`config.mk`:
```
export PLATFORM = sky130hd
export DESIGN_NAME = m_clk_div
export DESIGN_NICKNAME = d
export VERILOG_FILES = /design/src/rtl/m_clk_div.sv
export SDC_FILE = /design/constraint.sdc
export NUM_CORES = 1
export LEC_CHECK = 0
export CELL_PAD_IN_SITES_DETAIL_PLACEMENT = 0
export CELL_PAD_IN_SITES_GLOBAL_PLACEMENT = 1
export CORE_AREA = 2 2 80 82
export CTS_CLUSTER_SIZE = 10
export DETAILED_ROUTE_END_ITERATION = 6
export DIE_AREA = 0 0 82 84
export PLACE_DENSITY = 0.67
export SKIP_CTS_REPAIR_TIMING = 1
export SLEW_MARGIN = 10
export SYNTH_ARGS = -nofsm -noshare
export SYNTH_HDL_FRONTEND = slang
export SYNTH_SLANG_ARGS = --single-unit
```
`constraint.sdc`:
```
create_clock -name clk -period 8.4 [get_ports clk]
set_clock_uncertainty 0.1 [all_clocks]
set_input_delay 1.26 -clock clk [delete_from_list [all_inputs] [get_ports clk]]
set_output_delay 1.26 -clock clk [all_outputs]
set_load 0.02 [all_outputs]
```
`src/rtl/m_clk_div.sv`:
```
// -----------------------------------------------------------------------------
// m_clk_div
// Programmable integer clock divider built from registered logic only. It
// drives the clock-path XNOR polarity stage, so every output, clk_out included,
// comes straight from a flop. A ratio change is held back until the current
// output period ends. The downstream cell therefore never sees a runt pulse.
//
// Parameters
//   CNT_W      width of the ratio and the period counter
//   DEF_RATIO  ratio loaded at reset, 2 .. 2**CNT_W-1
//
// Ports
//   clk        block clock
//   rst        synchronous, active-high reset
//   en         run request, level-sensitive, acted on at period boundaries
//   cfg_valid  new ratio offered
//   cfg_ratio  offered ratio N (0 and 1 are clamped to 2)
//   cfg_ready  a ratio can be accepted
//   clk_out    divided clock: high floor(N/2) cycles, then low ceil(N/2) cycles
//   tick       one-cycle pulse in the last cycle of each output period
//   busy       high while running
//
// FSM states
//   state | meaning
//   ------+-----------------------------------------------------------------
//   IDLE  | stopped; clk_out low, cnt held at 0, ratios written directly
//   RUN   | dividing; cnt walks 0..N_act-1, ratio changes wait for the wrap
// -----------------------------------------------------------------------------
module m_clk_div #(
    parameter int CNT_W     = 8,
    parameter int DEF_RATIO = 2
) (
    input  logic             clk,
    input  logic             rst,
    input  logic             en,
    input  logic             cfg_valid,
    input  logic [CNT_W-1:0] cfg_ratio,
    output logic             cfg_ready,
    output logic             clk_out,
    output logic             tick,
    output logic             busy
);

    typedef enum logic {
        IDLE = 1'b0,
        RUN  = 1'b1
    } state_t;

    localparam logic [CNT_W-1:0] ONE     = CNT_W'(1);
    localparam logic [CNT_W-1:0] MIN_N   = CNT_W'(2);
    localparam logic [CNT_W-1:0] DEF_N   = CNT_W'(DEF_RATIO);
    localparam logic [CNT_W-1:0] CNT_ZRO = '0;

    state_t           state_q, state_d;
    logic [CNT_W-1:0] cnt_q, cnt_d;
    logic [CNT_W-1:0] n_act_q, n_act_d;
    logic [CNT_W-1:0] pend_q, pend_d;
    logic             pend_vld_q, pend_vld_d;
    logic             cfg_ready_q, cfg_ready_d;
    logic             clk_out_q, clk_out_d;
    logic             tick_q, tick_d;
    logic             busy_q, busy_d;

    logic             xfer;
    logic             at_end;
    logic [CNT_W-1:0] ratio_clamped;

    // A ratio of 0 or 1 cannot be split into a high and a low phase.
    function automatic logic [CNT_W-1:0] clamp_ratio(input logic [CNT_W-1:0] r);
        return (r < MIN_N) ? MIN_N : r;
    endfunction

    assign xfer          = cfg_valid && cfg_ready_q;
    assign ratio_clamped = clamp_ratio(cfg_ratio);
    assign at_end        = (cnt_q == (n_act_q - ONE));

    always_comb begin
        state_d     = state_q;
        cnt_d       = cnt_q;
        n_act_d     = n_act_q;
        pend_d      = pend_q;
        pend_vld_d  = pend_vld_q;
        cfg_ready_d = cfg_ready_q;

        case (state_q)
            IDLE: begin
                cnt_d = CNT_ZRO;
                // A ratio can be captured in the boundary cycle where RUN
                // stops. It is left pending and is applied here.
                if (pend_vld_q) begin
                    n_act_d     = pend_q;
                    pend_vld_d  = 1'b0;
                    cfg_ready_d = 1'b1;
                end else if (xfer) begin
                    n_act_d = ratio_clamped;
                end
                if (en) begin
                    state_d = RUN;
                end
            end

            RUN: begin
                // cfg_ready is high only when nothing is pending. A capture
                // therefore never overwrites an entry that is waiting.
                if (xfer) begin
                    pend_d      = ratio_clamped;
                    pend_vld_d  = 1'b1;
                    cfg_ready_d = 1'b0;
                end
                if (at_end) begin
                    cnt_d = CNT_ZRO;
                    if (pend_vld_q) begin
                        n_act_d     = pend_q;
                        pend_vld_d  = 1'b0;
                        cfg_ready_d = 1'b1;
                    end
                    if (!en) begin
                        state_d = IDLE;
                    end
                end else begin
                    cnt_d = cnt_q + ONE;
                end
            end

            default: begin
                state_d = IDLE;
                cnt_d   = CNT_ZRO;
            end
        endcase

        // The outputs are computed from next state so that the registered
        // outputs line up with the registered cnt.
        busy_d    = (state_d == RUN);
        clk_out_d = (state_d == RUN) && (cnt_d < (n_act_d >> 1));
        tick_d    = (state_d == RUN) && (cnt_d == (n_act_d - ONE));
    end

    always_ff @(posedge clk) begin
        if (rst) begin
            state_q     <= IDLE;
            cnt_q       <= CNT_ZRO;
            n_act_q     <= DEF_N;
            pend_q      <= CNT_ZRO;
            pend_vld_q  <= 1'b0;
            cfg_ready_q <= 1'b1;
            clk_out_q   <= 1'b0;
            tick_q      <= 1'b0;
            busy_q      <= 1'b0;
        end else begin
            state_q     <= state_d;
            cnt_q       <= cnt_d;
            n_act_q     <= n_act_d;
            pend_q      <= pend_d;
            pend_vld_q  <= pend_vld_d;
            cfg_ready_q <= cfg_ready_d;
            clk_out_q   <= clk_out_d;
            tick_q      <= tick_d;
            busy_q      <= busy_d;
        end
    end

    assign cfg_ready = cfg_ready_q;
    assign clk_out   = clk_out_q;
    assign tick      = tick_q;
    assign busy      = busy_q;

endmodule

```
==> results of run 1 <==
cells in the final DEF (no fill, tap or decap), types with 3 or more instances in the layout:
master,n
a211oi_1,12
a21o_1,3
a21oi_1,14
a311o_1,5
a311oi_1,4
clkbuf_8,6
clkdlybuf4s50_1,15
dfxtp_1,29
ha_1,9
inv_1,15
mux2i_1,3
nand2_1,26
nand2b_1,5
nand3_1,12
nor2_1,27
nor2b_1,4
nor3_1,8
o21ai_0,6
xnor2_1,14
xor2_1,7
cells by family after synthesis:
kind of cell | count (synthesis) | synth area share [%]
compound gates | 61 | 23.72
xor+xnor | 22 | 9.733
fa+ha+maj | 9 | 5.475
buf+inv | 28 | 6.204
flops | 29 | 28.22
mux | 3 | 1.460
simple gates | 101 | 25.18
report_power, final:
part | leakage [nW] | internal [mW] | switching (mW)
Sequential | 0.237 | 0.145 | 0.00983
Combinational | 0.587 | 0.0499 | 0.0666
Clock | 0.0512 | 0.0663 | 0.0601
Total | 0.874 | 0.261 | 0.137
metal layers:
| layer | GRT usage, % | share of wire, % | vias up |
|---|---|---|---|
| met2 | 27.86 | 47 | 46 |
| met3 | 3.247 | 4.6 | 8 |
| met4 | 6.212 | 1.6 | 0 |
| met5 | 0 | 0 | - |
| li1 | - | - | 926 |
| met1 | 24.88 | 47 | 898 |
flip-flops by register name, indices dropped and copies added, names as in the netlist:
register and cells:
busy 1, tick 1, pend_q 8, n_act_q 8
pend_vld_q 1, cnt_q 8, cfg_ready 1, clk_out 1
worst max-delay path by stage:
stage | cells after the start | startpoint | slack, ns | endpoint
finish | 11 | cfg_valid | 4.08 | clk_out$_SDFF_PP0_
global route | 11 | cfg_valid | 3.81 | clk_out$_SDFF_PP0_
CTS | 11 | cfg_valid | 4.08 | clk_out$_SDFF_PP0_
detailed placement | 11 | cfg_valid | 3.80 | clk_out$_SDFF_PP0_
global placement | 11 | cfg_valid | 3.74 | clk_out$_SDFF_PP0_
floorplan | 10 | cfg_valid | 4.79 | clk_out$_SDFF_PP0_
area by class of cell:
| type | count | area, um2 |
|---|---|---|
| fillers | 668 | 3756 |
| flip-flops and latches | 29 | 580.6 |
| clock buffers | 6 | 82.58 |
| multi-input cells | 196 | 1349 |
| well taps | 77 | 96.34 |
| repair buffers | 16 | 157.7 |
| inverters | 16 | 60.06 |
| clock inverters | 2 | 13.76 |
worst max-delay path, stage by stage:
cell,delay [ns]
clkdlybuf4s50_1,0.49
nand2_1,0.20
nor2_1,0.56
a211oi_1,0.18
a311oi_2,0.52
inv_2,0.13
ha_1,0.34
a21o_1,0.18
a21o_1,0.17
a211oi_1,0.25
o211a_1,0.18
==> results.toml, run 1 <==
[synth]
yosysTopAreaCellShare_pct = 28.22
yosysTopAreaCell = "dfxtp_1"
synth_area_per_cell_um2 = 8.130
seq_area_frac_synth_pct = 28.22
synth-edff-count = 0
ys_ff_latch = 29
synth_common_cells = "dfxtp_1, nor2_1, nand2_1, inv_1"
yosysUniqueCellTypes = 52
syn-num-nets = 274
synth_area_leaders = "dfxtp_1, xnor2_1, ha_1"
yosysMostFrequentCell = "dfxtp_1"
synthesis.instances = 253
synth_ff_type = "dfxtp_1"
yosys_warnings = 0
synth-async-reset-ratio_pct = 0
synth_area_um2 = 2057

[pwr]
p_leak_nw = 0.8745
ir_worst_vdd_mv = 0.07491
p_per_area_nw_per_um2 = 169.8
fin_total_pwr_uw = 397.3

[sta]
layout_setup_ws_ns = 4.083
rsz0062_at_grt = "false"
setup_viol = 0
holdWs_ns = 0.3568
hold_violations = 0
fin_crit_ns = 4.317
finalCritPeriodShare_pct = 51.40
worst_slew_pin_slew_ns = 0.7647
max_freq_mhz = 231.6
drv_slew = 0
slew-limit-headroom_pct = 48.21
fin_setup_tns_ns = 0

[die]
rows = 29
ioPinCount = 16
die_w_um = 82
die-height_um = 84
coreArea_um2 = 6096
initial_core_util_pct = 33.74
fp.dieArea_um2 = 6888

[clocking]
clk_latency_ns = 0.29
cts-htree-levels = 2
cts-root-buf = "clkbuf_8"
cts.sinks = 29
clock_path_buffers = 2
cts_tree = "done"
path_clk_slew_ns = 0.07
numCtsBuffers = 5

[min_path]
hold_depth = 2
hold_path_startpoint = "pend_q[4]$_SDFFE_PP0P_"
min_to = "pend_q[4]$_SDFFE_PP0P_"
hold_path.class = "register to register"

[placement]
dp_slack_ns = 3.798
portBuffers = 15
place_area_um2 = 2243
dp_cells = 334
place_hpwl_um = 4286
gp_congestion = 0.8568

[global_routing]
grt_pass1_wl_um = 9384
grt_usage_pct = 18.04
grt_max_degree = 29
overflow = 0
grt_pass1_vias = 1842
antenna_found_initial = 0

[critical_path]
rr_worst_depth = 13
critPathArrivalTime_ns = 4.46
reg2reg_from = "n_act_q[0]$_SDFF_PP0_"
end_kind = "register"
path_max_fanout = 10
r2r_end = "tick$_SDFF_PP0_"
reg2reg_slack_ns = 4.41
criticalPathCategory = "input port to register"
cp-start-kind = "input port"
crit_required_ns = 8.54

[routing]
ant_nets = 0
drc = 0
wirelength_um = 5677
drt_pass1_iterations = 4
post_drt_wl_per_cell_um = 16.60
vias = 1878
drt_iter0_drc = 107
viasPerCell = 5.491

[job]
maxCapViolations = 0

[finish]
nets = 285
area_delta_synth_final_pct = 13.75
stdcell_count = 342
diodes = 0
utilization_pct = 38.38
drive_gt1_share_pct = 8.679
design_area_um2 = 2340

[outcome]
outcome = "finished clean"
No activity file was read; power rests on OpenSTA's default activity.
==> run 2: changes to the inputs <==
==> constraint.sdc (replaced) <==
create_clock -name clk -period 4.15 [get_ports clk]
set_clock_uncertainty 0.1 [all_clocks]
set_input_delay 0.6225 -clock clk [delete_from_list [all_inputs] [get_ports clk]]
set_output_delay 0.6225 -clock clk [all_outputs]
set_load 0.02 [all_outputs]
==> run 2 against run 1 <==
Compared with the run above:
- final cell count up 2.0%
- largest cell class unchanged
- cell area grew 1.6%
- die area unchanged
- critical path depth rose by 2
- sequential power grew 100%
- count of clock-buffer cells in the layout up 2
- power is 99% higher
- combinational power grew 120%
- core utilization is 0.60 points higher
- sequential share of layout area is 0.38 points lower
==> results.toml, run 2 (same netlist as run 1, synthesis figures left out) <==
[critical_path]
cp-start-kind = "register"
rr_worst_depth = 13
criticalPathCategory = "register to register"
end_kind = "register"
critPathArrivalTime_ns = 3.73
reg2reg_from = "n_act_q[0]$_SDFF_PP0_"
crit_required_ns = 4.24
r2r_end = "tick$_SDFF_PP0_"
reg2reg_slack_ns = 0.51
path_max_fanout = 8

[global_routing]
grt_pass1_wl_um = 9459
antenna_found_initial = 0
grt_usage_pct = 18.15
grt_pass1_vias = 1879
overflow = 0
grt_max_degree = 18

[finish]
diodes = 0
final_common_cell = "dfxtp_1"
nFillCells = 644
multi_input_area_um2 = 1349
drive_gt1_share_pct = 9.926
reg.largest.list = "cnt_q (8), n_act_q (8), pend_q (8)"
nets = 292
stdcell_count = 349
area_delta_synth_final_pct = 15.51
final-seq-area_um2 = 580.6
layout_common_cells = "dfxtp_1, nor2_1, nand2_1, inv_1, clkdlybuf4s50_1"

[clocking]
numCtsBuffers = 5
cts-root-buf = "clkbuf_8"
clock_path_buffers = 2
cts_tree = "done"
cts-htree-levels = 2
path_clk_slew_ns = 0.06
cts.sinks = 29
clk_latency_ns = 0.28

[routing]
post_drt_wl_per_cell_um = 16.50
drc = 0
ant_nets = 0
drt_pass1_iterations = 4
vias = 1892
wirelength_um = 5758
viasPerCell = 5.421
drt_iter0_drc = 82

[sta]
fin_setup_tns_ns = 0
fin_crit_ns = 3.640
hold_violations = 0
rsz0062_at_grt = "false"
worst_slew_pin_slew_ns = 0.7312
setup_viol = 0
slew-limit-headroom_pct = 51.10
max_freq_mhz = 274.8
drv_slew = 0
finalCritPeriodShare_pct = 87.70

[die]
coreArea_um2 = 6096
die_w_um = 82
fp.dieArea_um2 = 6888
initial_core_util_pct = 33.74
die-height_um = 84
ioPinCount = 16
rows = 29

[placement]
portBuffers = 15
dp_cells = 341
place_hpwl_um = 4415
gp_congestion = 0.8604

[job]
maxCapViolations = 0

[pwr]
p_leak_nw = 0.8972
ir_worst_vdd_mv = 0.1167
p_per_area_nw_per_um2 = 333.4

[min_path]
hold_depth = 2
hold_path_startpoint = "pend_q[2]$_SDFFE_PP0P_"
min_to = "pend_q[2]$_SDFFE_PP0P_"
hold_path.class = "register to register"

[outcome]
outcome = "finished clean"
==> run 2: per-layer routing <==
metal  vias up  wire length, um  global-route usage (%)
met2        37             2700                   27.57
li1        943                -                       -
met1       904             2771                   25.48
met5         -                0                       0
met3         8              197                   3.247
met4         0               88                   6.212
==> run 2: how the worst max path moves through the flow <==
stage	from	end	slack (ns)	depth (start not counted)
detailed placement	cfg_ratio[2]	tick$_SDFF_PP0_	0.35	13
global placement	cfg_ratio[2]	tick$_SDFF_PP0_	0.33	13
floorplan	n_act_q[3]$_SDFF_PP0_	clk_out$_SDFF_PP0_	0.85	13
finish	n_act_q[0]$_SDFF_PP0_	tick$_SDFF_PP0_	0.51	13
CTS	n_act_q[0]$_SDFF_PP0_	tick$_SDFF_PP0_	0.50	12
global route	n_act_q[0]$_SDFF_PP0_	tick$_SDFF_PP0_	0.15	12
==> run 2: report_power, final <==
group          internal, mW  switching, mW  total (mW)
logic                 0.110          0.142       0.252
clock network         0.119          0.111       0.230
registers             0.293         0.0176       0.310
==> run 2: through the flow <==
stage	worst slack (ns)	util (%)	cell area [um2]	total power [mW]	hold WS [ns]
after floorplan	0.8537	-	2057	0.4967	0.3363
after global placement	0.3317	37.66	2296	0.5674	0.3470
after detailed placement	0.3488	37.66	2296	0.5657	0.3535
after CTS	0.4997	38.98	2376	0.7939	0.3633
after global routing	0.1491	38.98	2376	0.8350	0.3990
final	0.5104	38.98	2376	0.7921	0.3646
==> run 2: layout make-up <==
class / instances / area share (%)
multi-input cells: 196 / 56.77
clock buffers: 8 / 3.370
well taps: 77 / 4.055
inverters: 16 / 2.528
repair buffers: 23 / 8.847
flip-flops and latches: 29 / 24.43
==> run 2: worst max-delay path: stages (launching register included) <==
cell      delay (ns)
dfxtp_1         0.41
inv_1           0.09
ha_1            0.31
xor2_1          0.18
nand2_1         0.13
nor4b_4         0.52
a311oi_1        0.19
a311oi_2        0.49
ha_1            0.33
xnor2_1         0.15
xnor2_1         0.13
nor3b_1         0.19
nand3_1         0.13
a211oi_1        0.20
==> run 3: changes to the inputs <==
==> constraint.sdc (replaced) <==
create_clock -name clk -period 4.15 [get_ports clk]
set_clock_uncertainty 0.1 [all_clocks]
set_input_delay 0.6225 -clock clk [delete_from_list [all_inputs] [get_ports clk]]
set_output_delay 0.6225 -clock clk [all_outputs]
set_load 0.1 [all_outputs]
==> results of run 3 <==
Same layout as run 2 (identical final DEF). Status: finished clean.
Among the figures that moved: total power 0.7921 mW -> 0.8101 mW; worst IR drop on VDD 0.1167 mV -> 0.1523 mV
